File: src/rtl/pong_pkg.sv
// Shared encodings and output-word layout for the pong_field block.
package pong_pkg;

  typedef enum logic [2:0] {
    SERVE_L  = 3'd0,
    SERVE_R  = 3'd1,
    PLAY     = 3'd2,
    POINT    = 3'd3,
    GAMEOVER = 3'd4
  } state_t;

  typedef enum logic {
    DIR_RIGHT = 1'b0,
    DIR_LEFT  = 1'b1
  } dir_t;

  localparam int POINT_FLASH_TICKS = 4;
  localparam int STATE_W           = 3;

  // Output word is {state, score_r, score_l, leds}, LSB first.
  function automatic int leds_lsb();
    return 0;
  endfunction

  function automatic int score_l_lsb(int num_leds);
    return num_leds;
  endfunction

  function automatic int score_r_lsb(int num_leds, int score_w);
    return num_leds + score_w;
  endfunction

  function automatic int state_lsb(int num_leds, int score_w);
    return num_leds + 2 * score_w;
  endfunction

  function automatic int out_width(int num_leds, int score_w);
    return num_leds + 2 * score_w + STATE_W;
  endfunction

endpackage

File: src/rtl/pong_field_ticker.sv
// Ball-step timer for pong_field. PONG_SPEEDUP_EN adds a per-rally shrinking step length.
module pong_ticker #(
  parameter int TICK_W = 32
) (
  input  logic              clk,
  input  logic              rst,
  input  logic              run,
  input  logic              hit,
  input  logic              load,
  input  logic [TICK_W-1:0] tick_length,
  output logic              tick
);

  logic [TICK_W-1:0] live_len;
  logic [TICK_W-1:0] eff_len;
  logic [TICK_W-1:0] cnt;

  assign live_len = (tick_length == '0) ? TICK_W'(1) : tick_length;

`ifdef PONG_SPEEDUP_EN
  logic [TICK_W-1:0] fast_len;
  logic [TICK_W-1:0] shrunk;

  assign shrunk = fast_len - (fast_len >> 3);

  always_ff @(posedge clk) begin
    if (rst || load) begin
      fast_len <= live_len;
    end else if (hit) begin
      fast_len <= (shrunk == '0) ? TICK_W'(1) : shrunk;
    end
  end

  assign eff_len = fast_len;
`else
  logic unused_load;
  assign unused_load = load;
  assign eff_len     = live_len;
`endif

  // Shrinking tick_length below the running count fires at once rather than wrapping.
  assign tick = run && (cnt >= eff_len - TICK_W'(1));

  // NOTE: non-blocking assignments make every register sample pre-edge values.
  always_ff @(posedge clk) begin
    if (rst || !run || hit || tick) begin
      cnt <= '0;
    end else begin
      cnt <= cnt + TICK_W'(1);
    end
  end

endmodule

File: src/rtl/pong_field.sv
// Two-player 1D pong on an N-LED strip; optional macro PONG_SPEEDUP_EN speeds the ball on hits.
module pong_field
  import pong_pkg::*;
#(
  parameter int NUM_LEDS   = 8,
  parameter int TICK_W     = 32,
  parameter int SCORE_W    = 4,
  parameter int WIN_SCORE  = 9,
  parameter int HIT_WINDOW = 1
) (
  input  logic                                      _i_clk,
  input  logic                                      _i_rst,
  input  logic [TICK_W-1:0]                         _i_tick_length,
  input  logic                                      _i_btn_left,
  input  logic                                      _i_btn_right,
  output logic [out_width(NUM_LEDS, SCORE_W)-1:0]   __output
);

  localparam int POS_W   = $clog2(NUM_LEDS);
  localparam int FLASH_W = $clog2(POINT_FLASH_TICKS);

  localparam logic [POS_W-1:0]    LAST_POS   = POS_W'(NUM_LEDS - 1);
  localparam logic [POS_W-1:0]    R_WIN_LO   = POS_W'(NUM_LEDS - HIT_WINDOW);
  localparam logic [POS_W-1:0]    L_WIN_HI   = POS_W'(HIT_WINDOW - 1);
  localparam logic [SCORE_W-1:0]  WIN        = SCORE_W'(WIN_SCORE);
  localparam logic [SCORE_W-1:0]  SCORE_MAX  = '1;
  localparam logic [FLASH_W-1:0]  FLASH_LAST = FLASH_W'(POINT_FLASH_TICKS - 1);
  localparam logic [NUM_LEDS-1:0] ALL_ON     = '1;
  localparam logic [NUM_LEDS-1:0] HALF_LO    = ALL_ON >> (NUM_LEDS - NUM_LEDS / 2);
  localparam logic [NUM_LEDS-1:0] HALF_HI    = ~(ALL_ON >> (NUM_LEDS / 2));

  function automatic logic [NUM_LEDS-1:0] onehot(logic [POS_W-1:0] p);
    return {{(NUM_LEDS-1){1'b0}}, 1'b1} << p;
  endfunction

  function automatic logic [SCORE_W-1:0] sat_inc(logic [SCORE_W-1:0] s);
    return (s == SCORE_MAX) ? s : s + 1'b1;
  endfunction

  state_t              state;
  dir_t                dir;
  logic [POS_W-1:0]    pos;
  logic [SCORE_W-1:0]  score_l;
  logic [SCORE_W-1:0]  score_r;
  logic                scorer_right;
  logic [FLASH_W-1:0]  flash_cnt;
  logic [NUM_LEDS-1:0] leds;
  logic                prev_l;
  logic                prev_r;

  logic             press_l, press_r, hit_l, hit_r, hit, serve_start, run, tick, at_end;
  logic [POS_W-1:0] pos_next;

  assign press_l     = _i_btn_left  & ~prev_l;
  assign press_r     = _i_btn_right & ~prev_r;
  assign hit_r       = (state == PLAY) && press_r && (dir == DIR_RIGHT) && (pos >= R_WIN_LO);
  assign hit_l       = (state == PLAY) && press_l && (dir == DIR_LEFT)  && (pos <= L_WIN_HI);
  assign hit         = hit_l | hit_r;
  assign serve_start = ((state == SERVE_L) && press_l) || ((state == SERVE_R) && press_r);
  assign run         = (state == PLAY) || (state == POINT);
  assign at_end      = (dir == DIR_RIGHT) ? (pos == LAST_POS) : (pos == '0);
  assign pos_next    = (dir == DIR_RIGHT) ? pos + 1'b1 : pos - 1'b1;

  pong_ticker #(.TICK_W(TICK_W)) u_ticker (
    .clk         (_i_clk),
    .rst         (_i_rst),
    .run         (run),
    .hit         (hit),
    .load        (serve_start),
    .tick_length (_i_tick_length),
    .tick        (tick)
  );

  always_ff @(posedge _i_clk) begin
    if (_i_rst) begin
      state        <= SERVE_L;
      dir          <= DIR_RIGHT;
      pos          <= '0;
      score_l      <= '0;
      score_r      <= '0;
      scorer_right <= 1'b0;
      flash_cnt    <= '0;
      leds         <= onehot('0);
      prev_l       <= 1'b0;
      prev_r       <= 1'b0;
    end else begin
      prev_l <= _i_btn_left;
      prev_r <= _i_btn_right;
      unique case (state)
        SERVE_L: if (press_l) begin
          state <= PLAY;
          dir   <= DIR_RIGHT;
        end
        SERVE_R: if (press_r) begin
          state <= PLAY;
          dir   <= DIR_LEFT;
        end
        PLAY: begin
          // A return press outranks a miss tick landing in the same cycle.
          if (hit_r) begin
            dir <= DIR_LEFT;
          end else if (hit_l) begin
            dir <= DIR_RIGHT;
          end else if (tick && at_end) begin
            state        <= POINT;
            flash_cnt    <= '0;
            leds         <= ALL_ON;
            scorer_right <= (dir == DIR_LEFT);
            if (dir == DIR_RIGHT) score_l <= sat_inc(score_l);
            else                  score_r <= sat_inc(score_r);
          end else if (tick) begin
            pos  <= pos_next;
            leds <= onehot(pos_next);
          end
        end
        POINT: if (tick) begin
          flash_cnt <= flash_cnt + 1'b1;
          if (flash_cnt == FLASH_LAST) begin
            if ((scorer_right ? score_r : score_l) == WIN) begin
              state <= GAMEOVER;
              leds  <= scorer_right ? HALF_HI : HALF_LO;
            end else if (scorer_right) begin
              state <= SERVE_L;
              pos   <= '0;
              leds  <= onehot('0);
            end else begin
              state <= SERVE_R;
              pos   <= LAST_POS;
              leds  <= onehot(LAST_POS);
            end
          end
        end
        GAMEOVER: ;
        default: state <= SERVE_L;
      endcase
    end
  end

  assign __output[leds_lsb() +: NUM_LEDS]                = leds;
  assign __output[score_l_lsb(NUM_LEDS) +: SCORE_W]       = score_l;
  assign __output[score_r_lsb(NUM_LEDS, SCORE_W) +: SCORE_W] = score_r;
  assign __output[state_lsb(NUM_LEDS, SCORE_W) +: STATE_W]   = state;

endmodule

File: config.mk
export PLATFORM = sky130hd
export DESIGN_NAME = pong_field
export DESIGN_NICKNAME = d
export VERILOG_FILES = /design/src/rtl/pong_pkg.sv /design/src/rtl/pong_field_ticker.sv /design/src/rtl/pong_field.sv
export SDC_FILE = /design/constraint.sdc
export NUM_CORES = 1
export LEC_CHECK = 0
export CAP_MARGIN = 30
export CORE_MARGIN = 3
export CORE_UTILIZATION = 40
export CTS_CLUSTER_SIZE = 16
export DETAILED_ROUTE_END_ITERATION = 16
export PLACE_DENSITY = 0.58
export SLEW_MARGIN = 5
export SYNTH_ARGS = -nofsm -noshare
export SYNTH_HDL_FRONTEND = slang
export SYNTH_SLANG_ARGS = --single-unit
File: constraint.sdc
create_clock -name _i_clk -period 14.28 [get_ports _i_clk]
set_input_delay 3.57 -clock _i_clk [delete_from_list [all_inputs] [get_ports _i_clk]]
set_output_delay 3.57 -clock _i_clk [all_outputs]
set_load 0.1 [all_outputs]
**Word-level counts from Yosys, hierarchy flattened**

Cells that the tools add are included.

- Bits in registers: 60
- Latch bits: 0
- RAM bits: 0
- Memory bits (read-only): 0
- Input port bits: 36
- Output and inout port bits: 19
- Word-level logic and storage cells: 123
- Memories kept: 0

- Add/subtract/negate cells: 7
- Multipliers: 0
- Div/mod/pow operators: 0
- $lt $le $gt $ge: 3
- Equal/unequal tests: 21
- Shift-type cells: 1
- Muxes and demuxes: 43
- Bitwise operators: 11
- Reduce and logical (&&, ||, !) cells: 26

Operators with widths:

| cell | number |
|---|---|
| $mux 8 | 9 |
| $mux 3 | 17 |
| $add 32x1->32 const B | 1 |
| $ge 32x32->1 | 1 |
| $logic_not 32->1 | 1 |
| $mux 32 | 1 |
| $sub 32x1->32 const B | 1 |
| $reduce_and 6->1 | 3 |
| $ne 2x2->1 const B | 8 |
| $pmux 8 s2 | 1 |
| $reduce_and 8->1 | 2 |
| $pmux 3 s5 | 1 |
| $eq 4x4->1 const B | 3 |
| $add 4x1->4 const B | 2 |
| $logic_and 1x1->1 | 8 |
| $mux 2 | 4 |
| $not 1->1 | 8 |
| $reduce_and 4->1 | 2 |
| $shl 1x3->8 const A | 1 |
| $eq 3x2->1 const B | 2 |
| $eq 3x3->1 const B | 2 |
| $logic_not 3->1 | 2 |
| $mux 1 | 6 |
| $pmux 3 s2 | 1 |
| other kinds (20) | 25 |

**Depth between registers and ports, before layout**

Gate-level depths: netlist of the first run.

- Depth after elaboration: 10
- Depth in mapped cells: 22
- Gate-level depth less buffers: 21

**By module**

From an unflattened synthesis of the first run, not the netlist that was laid out.

- Cells, all modules: 530
- Area, all modules: 4369.2 um2

Modules (own cells, without submodules):

| module | instances | cells each | area each (um2) | seq. area each (um2) |
|---|---|---|---|---|
| pong_ticker | 1 | 333 | 2676.3 | 640.6 |
| pong_field | 1 | 197 | 1692.9 | 560.5 |

**Least setup slack after synthesis of the first run**

No wires, ideal clock.

- Path type: in2reg
- Start: input _i_tick_length[15]
- End: register leds[4]
- Setup time: 0.138 ns
- Data arrival time: 8.116 ns
- Data required time: 14.142 ns
- Slack: 6.026 ns
- Stages on the path: 22
- Buffers on the path: 1
- Path through: or4_1 nor4b_1 nand4bb_1 nor3_1 nor2_1 ha_1 nor3b_1 nand2_1 nor2_1 nand2_1 nor3_1 nand2_1 xor2_1 ha_1 nand4_1 or4_1 a21oi_1 o21ai_1 and2_1 buf_1 nor4_2 a22oi_1

- Cells in the longest elaborated chain, start to end: 10
- Elaborated cells on any way between the ends: 13
- Those cells by class: add/sub: 1; order compare: 1; eq/ne: 2; mux: 5; reduce/logical: 4

RTL lines:

| item | line | text |
|---|---|---|
| start: declaration | pong_field.sv:13 | `input logic [TICK_W-1:0] _i_tick_length,` |
| $logic_not 32->1 | pong_field_ticker.sv:18 | `assign live_len = (tick_length == '0) ? TICK_W'(1) : tick_length;` |
| $mux 32 (*) | pong_field_ticker.sv:18 |  |
| $sub 32x1->32 (*) | pong_field_ticker.sv:42 | `assign tick = run && (cnt >= eff_len - TICK_W'(1));` |
| $ge 32x32->1 (*) | pong_field_ticker.sv:42 |  |
| $logic_and 1x1->1 (*) | pong_field_ticker.sv:42 |  |
| $logic_and 1x1->1 | pong_field.sv:104 | `end else if (tick && at_end) begin` |
| $mux 8 | pong_field.sv:104 |  |
| $mux 8 | pong_field.sv:102 | `end else if (hit_l) begin` |
| $mux 8 | pong_field.sv:100 | `if (hit_r) begin` |
| $pmux 8 s2 | pong_field.sv:89 | `unique case (state)` |
| end signal: assignment | pong_field.sv:83 | `leds <= onehot('0);` |
| end signal: assignment | pong_field.sv:113 | `leds <= onehot(pos_next);` |
| end signal: assignment | pong_field.sv:121 | `leds <= scorer_right ? HALF_HI : HALF_LO;` |
| end: declaration | pong_field.sv:47 | `logic [NUM_LEDS-1:0] leds;` |

Mark *: on every way between the ends. The rest lies on a longest branch, timed or not. The select of a mux whose other input is x is not followed.
A chain may end at the register's enable or synchronous reset.

**Final worst setup path of the first run**

- Start: input _i_tick_length[15]
- End: register score_r[0]

- Cells in the longest elaborated chain, start to end: 7

RTL lines:

| item | line | text |
|---|---|---|
| $logic_not 32->1 | pong_field_ticker.sv:18 |  |
| $mux 32 (*) | pong_field_ticker.sv:18 |  |
| $sub 32x1->32 (*) | pong_field_ticker.sv:42 |  |
| $ge 32x32->1 (*) | pong_field_ticker.sv:42 |  |
| $logic_and 1x1->1 (*) | pong_field_ticker.sv:42 |  |
| $logic_and 1x1->1 (*) | pong_field.sv:104 |  |
| $reduce_and 6->1 (no line) (*) | n/a |  |
| end signal: assignment | pong_field.sv:110 | `else score_r <= sat_inc(score_r);` |
| end: declaration | pong_field.sv:44 | `logic [SCORE_W-1:0] score_r;` |

Mark *: on every way between the ends. The rest lies on a longest branch, timed or not.

==> results of run 1 <==
==> cells in the final DEF (no fill, tap or decap), drive strengths merged, types with 6 or more instances in the layout <==
master / synthesis / routed
nand4: 18 / 18
ha: 45 / 45
nand2: 46 / 46
nor4: 12 / 12
nor3: 24 / 24
nor2: 72 / 72
a21oi: 27 / 27
nor2b: 7 / 7
a211oi: 6 / 6
xnor2: 34 / 34
or4: 7 / 7
and3: 7 / 7
xor2: 23 / 23
a31oi: 6 / 6
dfxtp: 60 / 60
inv: 17 / 17
a22oi: 7 / 7
nand2b: 7 / 7
nand3: 20 / 20
or3: 7 / 7
clkbuf: 8 / 10
clkdlybuf4s50: 0 / 54
o21ai: 12 / 12
==> routing by layer <==
layer / vias to the layer above / track usage [%] / wire (um)
li1: 1992 / - / -
met1: 1808 / 22.30 / 4882
met2: 62 / 30.25 / 4854
met3: 15 / 2.584 / 307
met4: 0 / 7.213 / 201
met5: - / 0 / 0
==> state kept, by name, summed over array words and instances (netlist names) <==
name	count
leds	8
flash_cnt	2
score_r	4
scorer_right	1
pos	3
u_ticker.cnt	32
score_l	4
state	3
prev_l	1
dir	1
prev_r	1
==> metrics by stage <==
stage / worst slack (ps) / utilization (%) / cell area [sq um] / power [mW] / std cells
6_report: 4824 / 49.77 / 5161 / 0.3780 / 719
2_1_floorplan: 6026 / - / 4273 / 0.1966 / 523
3_3_place_gp: 4703 / 47.79 / 4956 / 0.2161 / 704
4_1_cts: 4822 / 49.77 / 5161 / 0.3826 / 719
3_5_place_dp: 4486 / 47.79 / 4956 / 0.2169 / 704
5_1_grt: 4194 / 49.77 / 5161 / 0.3932 / 719
==> final cells by class <==
| class | count | area (sq um) | share of cell area [%] |
|---|---|---|---|
| clock inverter | 5 | 77.57 | 1.503 |
| sequential | 60 | 1201 | 23.27 |
| inverter | 17 | 63.81 | 1.236 |
| timing repair buffer | 56 | 555.5 | 10.76 |
| clock buffer | 10 | 127.6 | 2.473 |
| tap | 136 | 170.2 | 3.297 |
| multi-input combinational | 435 | 2965 | 57.45 |
==> power by group through the flow <==
stage          Combinational [mW]  Clock, mW  Sequential [mW]
6_report                   0.0435      0.165            0.170
5_1_grt                    0.0485      0.175            0.170
4_1_cts                    0.0439      0.169            0.170
3_5_place_dp               0.0436          0            0.173
3_3_place_gp               0.0428          0            0.173
2_1_floorplan              0.0222          0            0.174
==> path summary, 6_finish.rpt <==
check | to | slack [ps] | start | depth (start not counted)
worst max register to register | score_r[0] | 11280 | u_ticker.cnt[0] | 9
worst min-delay path | leds[4] | 460 | leds[4] | 2
worst max-delay path | score_r[0] | 4820 | _i_tick_length[15] | 22
worst min register to register | leds[4] | 460 | leds[4] | 2
==> critical path, delay by kind of cell <==
family          cells  cell delay [ps]
fa+ha+maj           2              550
compound gates      2              260
buf+inv             1              490
xor+xnor            1               80
simple gates       15             4380
mux                 1              350
==> cells by family after synthesis <==
kind of cell | synth area share [%]
AO/OA/AOI/OAI | 12.68
XOR/XNOR | 11.68
adder cells (fa/ha/maj) | 13.65
buffers and inverters | 2.489
flip-flops | 28.11
multiplexers | 1.464
AND/OR/NAND/NOR | 29.93
==> Yosys cell counts, drive strengths merged, types with 2 or more instances <==
master	count
xor2	23
a22oi	7
clkbuf	8
nor2b	7
a2111oi	2
buf	3
nor2	72
nor4b	5
a21o	4
o21ba	2
nand4	18
o21a	4
or3	7
a211oi	6
inv	17
nand4bb	2
a211o	2
and4	2
a21oi	27
nand2b	7
nor4	12
mux2i	4
and2	3
a31oi	6
and3	7
ha	45
or2	3
dfxtp	60
xnor2	34
o21ai	12
nor3	24
or4	7
nand3	20
mux2	2
nand2	46
==> out/metrics.cfg, run 1 <==
[power]
sequentialPowerShare_pct=44.9
power_per_cell_area_mw_per_mm2=73.23
p_clk_share_pct=43.6
p_int_mw=0.2844
leakage_nw=1.864
power.switching_mw=0.09356
pwr-share-comb_pct=11.5
vdd_drop_max_v=0.00003175
swShare_pct=24.75

[synthesis]
yosysUniqueCellTypes=58
syn_nets=605
avgSynthCellArea_sq_um=8.170
synth_flop_cell=dfxtp_1
synth-edff-count=0
async_reset_ff_share_pct=0
netlist.area_leader.share_pct=28.11
synth_area_sq_mm=0.004273
yosys.area.top_type=dfxtp_1
synth-seq-cells=60
ys_top_cells_by_area=dfxtp_1, ha_1, xnor2_1
synthCells=523
ys_warn_count=0
seq_area_frac_synth_pct=28.11

[sta]
relSlewSlack_pct=34.83
fin_crit_ps=9456
finalSetupViolations=0
max_freq_mhz=105.8
final.setup.tns_ps=0
holdWs_ps=457.4
period_share_pct=66.22
finClkSkew_ps=11.47
slew_viol_final=0
rsz0062_at_grt=no
final_hold_viol_count=0
worstMarginPinSlew_ps=974.5

[floorplanning]
num_rows=37
die_area_sq_mm=0.01196
start_util_pct=41.20
dieHeight_um=109.4
ios=55
core-area_sq_mm=0.01037
die_w_um=109.4

[routing]
final_antenna_net_count=0
drtPass1Iterations=4
wirelength_um=10250
vias=3877
via_per_inst=5.392
first_iter_violations=151
wl_per_cell_um=14.25
drc=0

[finish]
synthToLayoutAreaGrowth_pct=20.79
num-nets-final=661
fillerInstances=1069
layout-drive-gt1-share_pct=5.317
diodes=0

[clocking]
clockBufferDepth=2
cts_hold_buffers=0
clkTransAtPathRegs_ps=70
cts_buffers=9
cts_resized=0
cts_setup_buffers=0
cts-root-buf=clkbuf_8
cts_tree=done
htree_levels=3
cts.sinks=60
clock_latency_ps=350

[placement]
port_buffers=54
finalWeightedCongestion=0.8070
dp_hpwl_um=8011

[worst_setup_path]
crit_type=in -> reg
cp-end-kind=flop
worst_path_max_delay_cell=or4_1
worstPathArrival_ps=9690
cp-start-kind=input port
required_ps=14510
crit_path_max_fanout=14
max_stage_delay_ps=630
path_cells=clkdlybuf4s50_1 > or4_1 > nor4b_1 > nand4bb_1 > nor3_1 > nor2_1 > ha_1 > nor3b_1 > nand2_1 > nor2_1 > nand2_1 > nor3_1 > nand2_1 > xor2_1 > ha_1 > nand4_1 > or4_1 > a21oi_1 > o21ai_1 > and2_1 > nor3_1 > mux2_1

[grt]
grt_pass1_vias=3692
grt_pass1_wl_um=16990
antenna_found_initial=0
grt.overflow.total=0
grt.total_usage_pct=17.70
grt_start_max_net_pins=33

[hold_path]
min_path_type=reg -> reg

[status]
status=finished, final reports clean

[job]
maxCapViolCount=0

Note: power is estimated with default switching activity, not from simulation.
==> run 2, diff against run 1 <==
PLACE_DENSITY = 0.6   (was 0.58)
clock period = 8.45 ns   (was 14.28 ns; I/O delays follow)
==> out/metrics.cfg, run 2 (same netlist as run 1, synthesis figures left out) <==
[worst_setup_path]
worst_path_max_delay_cell=or4_1
crit_type=in -> reg
cp-start-kind=input port
crit_path_max_fanout=14  ; unchanged
path_cells=clkdlybuf4s50_1 > or4_1 > nor4b_1 > nand4bb_1 > nor3_2 > nor2_1 > ha_1 > nor3b_1 > nand2_1 > nor2_1 > nand2_1 > nor3_1 > nand2_1 > xor2_1 > ha_1 > nand4_1 > or4_1 > a21oi_1 > o21ai_1 > and2_1 > nor3_1 > mux2_1
crit_top_cell=nand2_1
worstPathArrival_ps=8180  ; -1510 ps
max_stage_delay_ps=650  ; +20 ps
cp-end-kind=flop
required_ps=8680  ; -5830 ps

[placement]
finalWeightedCongestion=0.7910  ; -2.0%
placed_area_sq_mm=0.004956  ; unchanged
port_buffers=54  ; unchanged
dp_hpwl_um=7922  ; -1.1%
placed_cells=704  ; unchanged

[floorplanning]
die_area_sq_mm=0.01196  ; unchanged
dieHeight_um=109.4  ; unchanged
die_w_um=109.4  ; unchanged
ios=55  ; unchanged
start_util_pct=41.20  ; unchanged
core-area_sq_mm=0.01037  ; unchanged
num_rows=37  ; unchanged

[finish]
final_common_cell=nor2_1
stdcell_count=720  ; +0.14%
diodes=0  ; unchanged
fillerInstances=1024  ; -4.2%
synthToLayoutAreaGrowth_pct=22.08
final_area_sq_mm=0.005216  ; +1.1%
largest_reg_flops=32  ; unchanged
most-common-layout-cells=nor2_1, dfxtp_1, clkdlybuf4s50_1
regMostFlops=u_ticker.cnt
num-nets-final=661  ; unchanged
fin_util_pct=50.30  ; +0.53 points
largest_registers=u_ticker.cnt (32), leds (8)
layout-drive-gt1-share_pct=5.993  ; +0.68 points

[sta]
fin_crit_ps=7945
finClkSkew_ps=8.478  ; -2.990 ps
final.setup.tns_ps=0  ; unchanged
period_share_pct=94.03
rsz0062_at_grt=no
worstMarginPinSlew_ps=975.9  ; +1.422 ps
slew_viol_final=0  ; unchanged
finalSetupViolations=0  ; unchanged
final_hold_viol_count=0  ; unchanged
max_freq_mhz=125.9
relSlewSlack_pct=34.74  ; -0.095 points

[clocking]
cts-root-buf=clkbuf_8
clockBufferDepth=2  ; unchanged
htree_levels=3  ; unchanged
clock_latency_ps=340  ; about the same
cts_setup_buffers=0  ; unchanged
cts_tree=done
clkTransAtPathRegs_ps=70  ; about the same
cts_buffers=9  ; unchanged
cts.sinks=60  ; unchanged

[grt]
grt_start_max_net_pins=33  ; unchanged
antenna_found_initial=0  ; unchanged
grt.total_usage_pct=17.88  ; +0.18 points
grt_pass1_wl_um=17200  ; +1.2%
grt_pass1_vias=3708  ; +0.43%
grt.overflow.total=0  ; unchanged

[power]
vdd_drop_max_v=0.00006294  ; +98%
power_per_cell_area_mw_per_mm2=131.3  ; +79%
total_power_mw=0.6850  ; +81%
leakage_nw=1.884  ; +1.1%

[routing]
first_iter_violations=167  ; +11%
drc=0  ; unchanged
final_antenna_net_count=0  ; unchanged
wirelength_um=10190  ; -0.60%
drtPass1Iterations=5  ; +1
via_per_inst=5.388  ; about the same
wl_per_cell_um=14.15  ; -0.73%
vias=3879  ; +0.052%

[hold_path]
min_path_type=reg -> reg

[job]
maxCapViolCount=0  ; unchanged

[status]
status=finished, final reports clean

-- run 2: path summary, 6_finish.rpt --
path,start,to,slack [ps],cells past startpoint
setup / recovery,_i_tick_length[15],score_r[0],500,22
setup reg to reg,u_ticker.cnt[0],score_r[0],5420,10
hold / removal,leds[5],leds[5],460,2
hold reg to reg,leds[5],leds[5],460,2
-- run 2: area by class of cell --
cell class	count	area [sq um]	share of cell area [%]
multi-input cells	435	2977	57.06
flip-flops and latches	60	1201	23.03
repair buffers	56	555.5	10.65
well taps	136	170.2	3.262
clock buffers	10	137.6	2.639
clock inverters	6	111.4	2.135
inverters	17	63.81	1.223
-- run 2: worst max-delay path: cells and delay by family --
| kind | cells | cell delay, ps |
|---|---|---|
| compound gates | 2 | 270 |
| xor+xnor | 1 | 70 |
| fa+ha+maj | 2 | 530 |
| buf+inv | 1 | 480 |
| mux | 1 | 360 |
| simple gates | 15 | 4350 |
-- run 2: metrics by stage --
stage,setup WS [ps],hold WS [ps]
after floorplan,1653,429.7
after global placement,320.1,447.2
after detailed placement,74.70,449.5
after CTS,367.5,461.2
after global routing,107.8,473.8
final,504.7,456.8
-- run 2: repair_timing --
action,CTS,global route
endpoints found under the setup margin,0,4
hold buffers,0,0
resized for setup,0,2
hold endpoints to repair,0,0
-- run 2: where the power goes --
part	internal [mW]	switching [mW]
Clock	0.204	0.121
Sequential	0.284	0.00214
Combinational	0.0330	0.0408
Total	0.521	0.164
-- run 2: layer usage --
layer	global-route usage (%)	routed length (um)
met5	0	0
met4	5.788	148
met3	3.347	505
met2	29.73	4790
met1	23.36	4741
==> run 3, diff against run 2 <==
MAX_ROUTING_LAYER = met4   (was not set)
==> out/metrics.cfg, run 3 (same netlist as run 1, synthesis figures left out) <==
[grt]
grt_pass1_vias=3707  ; -0.027%
antenna_found_initial=0  ; unchanged
grt_start_max_net_pins=33  ; unchanged
grt.overflow.total=0  ; unchanged
grt_pass1_wl_um=17210  ; about the same
grt.total_usage_pct=18.39  ; +0.51 points

[placement]
placed_cells=704  ; unchanged
port_buffers=54  ; unchanged
finalWeightedCongestion=0.8021  ; +1.4%
dp_hpwl_um=7922  ; unchanged

[sta]
worstMarginPinSlew_ps=976.0  ; +0.07081 ps
finClkSkew_ps=8.513  ; +0.03480 ps
max_freq_mhz=125.9  ; about the same
finalSetupViolations=0  ; unchanged
final_hold_viol_count=0  ; unchanged
period_share_pct=93.97  ; about the same
slew_viol_final=0  ; unchanged
relSlewSlack_pct=34.73  ; about the same
rsz0062_at_grt=no
final.setup.tns_ps=0  ; unchanged
fin_crit_ps=7941  ; -4.390 ps

[clocking]
cts_hold_buffers=0  ; unchanged
cts-root-buf=clkbuf_8
cts_resized=0  ; unchanged
cts.sinks=60  ; unchanged
cts_buffers=9  ; unchanged
clockBufferDepth=2  ; unchanged
htree_levels=3  ; unchanged
cts_setup_buffers=0  ; unchanged
cts_tree=done
clkTransAtPathRegs_ps=70  ; about the same
clock_latency_ps=340  ; about the same

[finish]
stdcell_count=720  ; unchanged
synthToLayoutAreaGrowth_pct=22.08  ; unchanged
largest_registers=u_ticker.cnt (32), leds (8)
fillerInstances=1024  ; unchanged
largest_reg_flops=32  ; unchanged
diodes=0  ; unchanged
final_common_cell=nor2_1
regMostFlops=u_ticker.cnt
layout-drive-gt1-share_pct=5.993  ; unchanged
most-common-layout-cells=nor2_1, dfxtp_1, clkdlybuf4s50_1
num-nets-final=661  ; unchanged

[worst_setup_path]
worst_path_max_delay_cell=or4_1
r2r-end=score_r[0]
max_stage_delay_ps=650  ; about the same
crit_path_max_fanout=14  ; unchanged
required_ps=8680  ; about the same
crit_top_cell=nand2_1
cp-end-kind=flop
cp-start-kind=input port
r2r-start=u_ticker.cnt[0]
worstPathArrival_ps=8170  ; about the same
endpoint=score_r[0]
reg2reg_slack_ps=5430  ; about the same
cp-startpoint=_i_tick_length[15]
worstRegToRegCells=10  ; unchanged
path_cells=clkdlybuf4s50_1 > or4_1 > nor4b_1 > nand4bb_1 > nor3_2 > nor2_1 > ha_1 > nor3b_1 > nand2_1 > nor2_1 > nand2_1 > nor3_1 > nand2_1 > xor2_1 > ha_1 > nand4_1 > or4_1 > a21oi_1 > o21ai_1 > and2_1 > nor3_1 > mux2_1
crit_type=in -> reg

[floorplanning]
num_rows=37  ; unchanged
start_util_pct=41.20  ; unchanged
die_area_sq_mm=0.01196  ; unchanged
die_w_um=109.4  ; unchanged
ios=55  ; unchanged
core-area_sq_mm=0.01037  ; unchanged
dieHeight_um=109.4  ; unchanged

[routing]
first_iter_violations=169  ; +1.2%
drtPass1Iterations=5  ; unchanged
vias=3885  ; +0.15%
wl_per_cell_um=14.16  ; about the same
wirelength_um=10200  ; about the same
drc=0  ; unchanged
via_per_inst=5.396  ; +0.15%
final_antenna_net_count=0  ; unchanged

[hold_path]
holdPathStages=2  ; unchanged
min_path_type=reg -> reg

[power]
vdd_drop_max_v=0.00006294  ; about the same
leakage_nw=1.884  ; unchanged
power_per_cell_area_mw_per_mm2=131.3  ; about the same

[job]
maxCapViolCount=0  ; unchanged

[status]
status=finished, final reports clean

## run 3: stage by stage
step | area [sq um] | utilization (%) | hold slack (ps) | setup WS, ps | total power [mW]
2_1_floorplan | 4273 | - | 429.7 | 1653 | 0.3323
3_3_place_gp | 4956 | 47.79 | 447.2 | 320.1 | 0.3651
3_5_place_dp | 4956 | 47.79 | 449.5 | 74.70 | 0.3662
4_1_cts | 5205 | 50.19 | 461.2 | 367.5 | 0.6924
5_1_grt | 5216 | 50.30 | 473.8 | 107.8 | 0.7145
6_report | 5216 | 50.30 | 456.8 | 509.1 | 0.6850
## run 3: worst min-delay path by stage
| stage | endpoint | from | slack [ps] |
|---|---|---|---|
| floorplan | u_ticker.cnt[0] | u_ticker.cnt[0] | 430 |
| global placement | u_ticker.cnt[0] | u_ticker.cnt[0] | 450 |
| detailed placement | leds[4] | leds[4] | 450 |
| CTS | leds[4] | leds[4] | 460 |
| global route | leds[4] | leds[4] | 470 |
| finish | leds[5] | leds[5] | 460 |
## run 3: area by class of cell
| cell class | count | area, sq um | share of cell area, % |
|---|---|---|---|
| well taps | 136 | 170.2 | 3.262 |
| clock buffers | 10 | 137.6 | 2.639 |
| flip-flops and latches | 60 | 1201 | 23.03 |
| multi-input cells | 435 | 2977 | 57.06 |
| repair buffers | 56 | 555.5 | 10.65 |
| clock inverters | 6 | 111.4 | 2.135 |
| inverters | 17 | 63.81 | 1.223 |
## run 3: where the power goes
group / total, mW / internal, mW / switching (mW) / leakage, nW
clock network: 0.325 / 0.204 / 0.121 / 0.122
logic: 0.0738 / 0.0330 / 0.0408 / 1.28
registers: 0.286 / 0.284 / 0.00220 / 0.484
## run 3: critical path: cells and delay by family
family / cells / cell delay [ps]
AO/OA/AOI/OAI: 2 / 270
XOR/XNOR: 1 / 70
adder cells (fa/ha/maj): 2 / 530
buffers and inverters: 1 / 480
multiplexers: 1 / 360
AND/OR/NAND/NOR: 15 / 4340
## run 3: per-layer routing
layer  GRT usage (%)  share of wire, %  vias up
met4           5.788               1.5        0
met2           29.73                47       90
met3           3.347               4.7       14
met1           23.36                47     1775
li1                -                 -     2006
met5               -                 0        -
